$ cat src/rtl/bcd_ex3_word_sequencer.sv
// Feeds one shared BCD-to-excess-3 converter with each digit of a packed BCD word, LSB first,
// and gathers the converted nibbles into an excess-3 word. Non-BCD digits are flagged.
module bcd_ex3_lane (
  input  logic       clk,
  input  logic       rst_n,
  input  logic       clr,
  input  logic       wr,
  input  logic       bad,
  input  logic [3:0] ex3,
  output logic [3:0] q
);
  // 4'h0 is never a legal excess-3 code, so it doubles as the per-nibble invalid marker
  always_ff @(posedge clk or negedge rst_n) begin
    if (!rst_n)   q <= 4'h0;
    else if (clr) q <= 4'h0;
    else if (wr)  q <= bad ? 4'h0 : ex3;
  end
endmodule

module bcd_ex3_word_sequencer #(
  parameter  int DIGITS = 4,
  localparam int IDX_W  = (DIGITS > 1) ? $clog2(DIGITS) : 1
) (
  input  logic                  clk,
  input  logic                  rst_n,
  input  logic                  in_valid,
  output logic                  in_ready,
  input  logic [4*DIGITS-1:0]   in_data,
  output logic [3:0]            conv_bcd,
  input  logic [3:0]            conv_ex3,
  output logic                  out_valid,
  input  logic                  out_ready,
  output logic [4*DIGITS-1:0]   out_data,
  output logic                  out_err,
  output logic [IDX_W-1:0]      out_err_idx,
  output logic                  busy
);
  typedef enum logic [1:0] {IDLE, CONV, DONE} state_t;

  state_t                  state_q, state_d;
  logic [IDX_W-1:0]        idx_q;
  logic [DIGITS-1:0][3:0]  word_q;
  logic [DIGITS-1:0][3:0]  res;
  logic                    err_q;
  logic [IDX_W-1:0]        err_idx_q;
  logic [3:0]              cur;
  logic                    bad, last, accept, in_conv;

  assign cur     = word_q[idx_q];
  assign bad     = (cur > 4'd9);
  assign last    = (idx_q == IDX_W'(DIGITS - 1));
  assign in_conv = (state_q == CONV);
  assign accept  = in_valid && (state_q == IDLE);

  always_ff @(posedge clk or negedge rst_n) begin
    if (!rst_n) state_q <= IDLE;
    else        state_q <= state_d;
  end

  // every output decodes from registers only: no in_valid->in_ready or out_ready->out_valid path
  always_comb begin
    state_d   = state_q;
    in_ready  = 1'b0;
    out_valid = 1'b0;
    busy      = 1'b1;
    conv_bcd  = 4'h0;
    case (state_q)
      IDLE: begin
        in_ready = 1'b1;
        busy     = 1'b0;
        if (in_valid) state_d = CONV;
      end
      CONV: begin
        conv_bcd = cur;
        if (last) state_d = DONE;
      end
      DONE: begin
        out_valid = 1'b1;
        if (out_ready) state_d = IDLE;
      end
      default: state_d = IDLE;
    endcase
  end

  always_ff @(posedge clk or negedge rst_n) begin
    if (!rst_n) begin
      word_q    <= '0;
      idx_q     <= '0;
      err_q     <= 1'b0;
      err_idx_q <= '0;
    end else if (accept) begin
      word_q    <= in_data;
      idx_q     <= '0;
      err_q     <= 1'b0;
      err_idx_q <= '0;
    end else if (in_conv) begin
      if (bad) begin
        err_q <= 1'b1;
        if (!err_q) err_idx_q <= idx_q;  // lowest invalid index wins
      end
      if (!last) idx_q <= idx_q + 1'b1;
    end
  end

  for (genvar k = 0; k < DIGITS; k++) begin : g_lane
    bcd_ex3_lane u_lane (
      .clk   (clk),
      .rst_n (rst_n),
      .clr   (accept),
      .wr    (in_conv && (idx_q == IDX_W'(k))),
      .bad   (bad),
      .ex3   (conv_ex3),
      .q     (res[k])
    );
  end

  assign out_data    = res;
  assign out_err     = err_q;
  assign out_err_idx = err_idx_q;
endmodule
$ cat config.mk
export PLATFORM = sky130hd
export DESIGN_NAME = bcd_ex3_word_sequencer
export DESIGN_NICKNAME = d
export VERILOG_FILES = /design/src/rtl/bcd_ex3_word_sequencer.sv
export SDC_FILE = /design/constraint.sdc
export NUM_CORES = 1
export LEC_CHECK = 0
export CAP_MARGIN = 30
export CORE_ASPECT_RATIO = 0.5
export CORE_MARGIN = 3
export CORE_UTILIZATION = 47
export DETAILED_ROUTE_END_ITERATION = 8
export HOLD_SLACK_MARGIN = 0.05
export PLACE_DENSITY = 0.82
export SYNTH_ARGS = -nofsm -noshare
export SYNTH_HDL_FRONTEND = slang
export SYNTH_SLANG_ARGS = --single-unit
$ cat constraint.sdc
create_clock -name clk -period 2.64 [get_ports clk]
set_clock_uncertainty 0.2 [all_clocks]
set_input_delay 0.792 -clock clk [delete_from_list [all_inputs] [get_ports clk]]
set_output_delay 0.792 -clock clk [all_outputs]
set_load 0.02 [all_outputs]
**Yosys cells after proc, flatten, opt, wreduce, memory -nomap -nowiden**

Cells that the tools add are included.

- Bits in latches: 0
- Flip-flop bits (word level): 39
- Bits of input ports: 24
- Word-level logic and storage cells: 71
- Bits in writable memories: 0
- Memory bits (read-only): 0
- Memories kept: 0

- Reduce and logical (&&, ||, !) cells: 17
- Shift-type cells: 0
- Order comparisons: 2
- Divide/modulo/power cells: 0
- Equal/unequal tests: 10
- Bitwise gates (word level): 0
- Multipliers: 0
- Mux-type cells: 29
- Add/sub/neg operators: 1

Operator list:

| cell | number |
|---|---|
| $mux W4 | 11 |
| $mux W2 | 10 |
| $reduce_bool A2 Y1 | 6 |
| $bmux W4 S2 | 1 |
| $eq A2 B2 Y1 const B | 3 |
| $mux W1 | 6 |
| $ne A2 B2 Y1 const B | 3 |
| $pmux W2 S3 | 1 |
| $reduce_and A3 Y1 | 2 |
| $logic_and A1 B1 Y1 | 5 |
| $eq A2 B1 Y1 const B | 2 |
| $gt A4 B4 Y1 const B | 1 |
| $logic_not A2 Y1 | 2 |
| $ne A2 B1 Y1 const B | 2 |
| $reduce_and A2 Y1 | 2 |
| $lt A2 B3 Y1 const B | 1 |
| $add A2 B1 Y2 const B | 1 |

**Logic depth before layout (Yosys ltp)**

- Word-level depth: 6
- Gate-level depth with buffers: 6
- Gate-level depth less buffers: 5

**Cells and area by module**

Synthesis repeated with hierarchy kept, for this count alone.

- Cells, all modules: 164
- Area total of the unflattened synthesis: 1764.2 sq um

Modules (own cells, without submodules):

| module | cells each | instances | area each (sq um) |
|---|---|---|---|
| bcd_ex3_word_sequencer | 124 | 1 | 1153.6 |
| bcd_ex3_lane | 10 | 4 | 152.6 |

**Least setup slack after synthesis**

Ideal clock, no wire load.

- Path kind: flip-flop to output port
- Start: reg idx_q[0]
- End: out conv_bcd[2]
- Data required time: 1.648 ns
- Stages on the path, launching flop included: 4
- Slack: 0.314 ns
- Arrival: 1.334 ns
- Cell sequence: dfrtp_1 -> buf_6 -> mux4_1 -> and2_1

- Longest elaborated chain between the ends: 3

RTL lines:

| item | line | RTL |
|---|---|---|
| from (decl) | 41 | `logic [IDX_W-1:0] idx_q;` |
| from (signal assigned) | 101 | `if (!last) idx_q <= idx_q + 1'b1;` |
| $bmux W4 S2 | 49 | `assign cur = word_q[idx_q];` |
| $mux W4 (implied by the code) | 49 |  |
| $mux W4 | 67 | `case (state_q)` |
| to (decl) | 29 | `output logic [3:0] conv_bcd,` |

Every way passes these cells. The select of a mux whose other input is x is not followed.

**Final worst setup path**

Ends and elaborated chain as after synthesis.

==> flow_metrics.tcl <==
set metrics [dict create \
    hold_class "reg -> reg" \
    reg2reg_slack_ps 500 \
    yosys-top-cells-count "nand2_1, dfrtp_1, o21ai_0" \
    avgSynthCellArea_sq_um 9.71 \
    cts_buffers 5 \
    tritoncts "yes" \
    syn-num-nets 210 \
    fin_util_pct 71.2 \
    ys_warn_count 0 \
    syn2layout_area_growth_pct 42.1 \
    layout.nets 275 \
    die_y_microns 49.4 \
    dp_slack_ps -128 \
    crit_arrival_ps 1640 \
    syn_inst 182 \
    worstPathRequired_ps 1650 \
    viasPerCell 4.94 \
    vias 1478 \
    holdBufCountCts 0 \
    synth_top_area_share_pct 55.2 \
    power_density_nw_per_um2 1250 \
    routed_wl_mm 4.19 \
    placed_cell_area_sq_um 2360 \
    die_area_sq_um 4580 \
    port_buffers 49 \
    clkSlewWorstSetupHoldPaths_ps 70 \
    io_pins 50 \
    design_area_sq_um 2510 \
    finalCritPeriodShare_pct 99.6 \
    whs_ps 277 \
    ys_seq_area_share_pct 55.2 \
    cts_root_buf "clkbuf_8" \
    min_path_cells 2 \
    worstPathCellList "buf_6, mux4_2, and2_4, buf_6" \
    synth_area_sq_um 1770 \
    drive_above_1_share_pct 15.7 \
    drtIter0Drc 42 \
    cap_violations 0 \
    status "complete, no violations" \
    vdd_drop_max_uv 472 \
    relSlewSlack_pct 44.2 \
    ys.flop_type "dfrtp_1" \
    synth_edf_count 0 \
    drv_slew 0 \
    synth_area_leaders "dfrtp_1, nand2_1, o21ai_0, mux4_1, ha_1" \
    postSynth.asyncResetShare_pct 100 \
    gp_congestion 0.854 \
    core_sq_um 3530 \
    max_freq_mhz 380 \
    hp-start "word_q[8]" \
    initial_core_util_pct 50.1 \
    ys_types 25 \
    ant_nets 0 \
    grt_pass1_vias 1511 \
    startpoint_type "flip-flop" \
    finalSetupTns_ps 0 \
    grt_max_degree 40 \
    final.min_clock_period_ps 2630 \
    die_x_microns 92.7 \
    cts_sinks 39 \
    tightest_slew_ps 837 \
    clk_path_buf_depth 2 \
    grt_setup_unrepaired "yes" \
    yosysMostFrequentCell "nand2_1" \
    r2r_end "g_lane[1].u_lane.q[1]" \
    rows 15 \
    crit_fanout 5 \
    cp_common_cell "buf_6" \
    crit-reg2reg-launch "idx_q[0]" \
    ys_seq_elements 39 \
    power_leakage_nw 1.23 \
    cp-end-kind "primary output" \
    setup_ws_ps 10.2 \
    wl_per_cell_microns 14.0 \
    worst_skew_pair.late_latency_ps 300 \
    num_antenna_cells 0 \
    cp_slowest_stage_delay_ps 510 \
    first_pass_iters 4 \
    grt_pass1_wl_mm 7.14 \
    finalSetupViolations 0 \
    reg2regPathDepth 7 \
    hold_viol 0 \
    grt_usage_pct 20.6 \
    critical-path-top-delay-family "multiplexers" \
    antenna_found_initial 0 \
    cpMaxStageDelayCell "mux4_2" \
    hpwl_mm 3.11 \
    hold_end "word_q[8]" \
    grt_overflow 0 \
    worst-path-buf-inv 2 \
    synth_largest_area_cell "dfrtp_1" \
    drc_errors 0 \
    htreeDepth 2 \
    path_class "reg -> out" \
]
cells by family (layout without fill, tap and decap cells):
| logic type | Yosys count | after routing | synth area share, % |
|---|---|---|---|
| AOI/OAI and AO/OA | 27 | 27 | 8.07 |
| xor gates and xnor gates | 1 | 1 | 0.495 |
| adders and majority gates | 4 | 4 | 2.83 |
| buffers and inverters | 12 | 78 | 4.03 |
| DFF | 39 | 39 | 55.2 |
| muxes | 8 | 8 | 8.00 |
| and+or+nand+nor | 91 | 91 | 21.4 |
repair_timing:
action	CTS	global route
pin swaps	0	1
buffers inserted	2	2
gates resized for setup	19	14
cloned	0	0
setup endpoints to repair	6	5
area by class of cell:
type                            instances  area [sq um]
Clock inverter                          2          35.0
Inverter                                5          18.8
Sequential cell                        39           977
Timing Repair Buffer                   65           612
Multi-Input combinational cell        131           723
Fill cell                             289          1020
Clock buffer                            6          82.6
Tap cell                               51          63.8
registers in the layout, summed over array words and instances, names as in the netlist:
signal / count
g_lane.u_lane.q: 16
idx_q: 2
out_err: 1
out_err_idx: 2
state_q: 2
word_q: 16
worst reg2reg max path, stage by stage (launching register included):
cell and delay, ps:
dfrtp_2 430, buf_6 120, mux4_2 510, buf_4 150, buf_4 130, o21ai_2 180
nand2_1 150, o21ai_0 200
routing by layer:
| metal | routed length (microns) | track usage [%] | part of all wire, % | vias to the layer above |
|---|---|---|---|---|
| li1 | - | - | - | 716 |
| met1 | 1840 | 24.9 | 44 | 717 |
| met2 | 2100 | 34.8 | 50 | 36 |
| met3 | 164 | 5.08 | 3.9 | 9 |
| met4 | 95 | 10.2 | 2.3 | 0 |
| met5 | 0 | 0 | 0 | - |
report_power, final:
part           total (W)  internal (W)  switching, W
Clock           0.000516      0.000306      0.000210
Sequential      0.000994      0.000831      0.000162
Combinational    0.00162      0.000784      0.000839
worst max-delay path by stage:
stage          slack, ps     endpoint      from  cells after the start
2_1_floorplan        310  conv_bcd[2]  idx_q[0]                      3
3_3_place_gp         -90  conv_bcd[3]  idx_q[0]                      5
3_5_place_dp        -130  conv_bcd[3]  idx_q[0]                      5
4_1_cts              -20  conv_bcd[0]  idx_q[0]                      4
5_1_grt              -50  conv_bcd[3]  idx_q[0]                      5
6_report              10  conv_bcd[2]  idx_q[0]                      4
placed cells by master (no fill, tap or decap), drive strengths merged, types with 5 or more instances in the layout:
cell type | synthesis | layout
clkdlybuf4s50 | 0 | 41
clkbuf | 4 | 6
nand2 | 77 | 77
o21ai | 21 | 21
buf | 3 | 21
inv | 5 | 5
dfrtp | 39 | 39
a21oi | 5 | 5
per-stage QoR:
step | total power [W] | cells
6_report | 0.00313 | 299
2_1_floorplan | 0.00188 | 182
3_3_place_gp | 0.00245 | 287
3_5_place_dp | 0.00252 | 287
4_1_cts | 0.00303 | 297
5_1_grt | 0.00337 | 299
(Power assumes the default switching activity.)
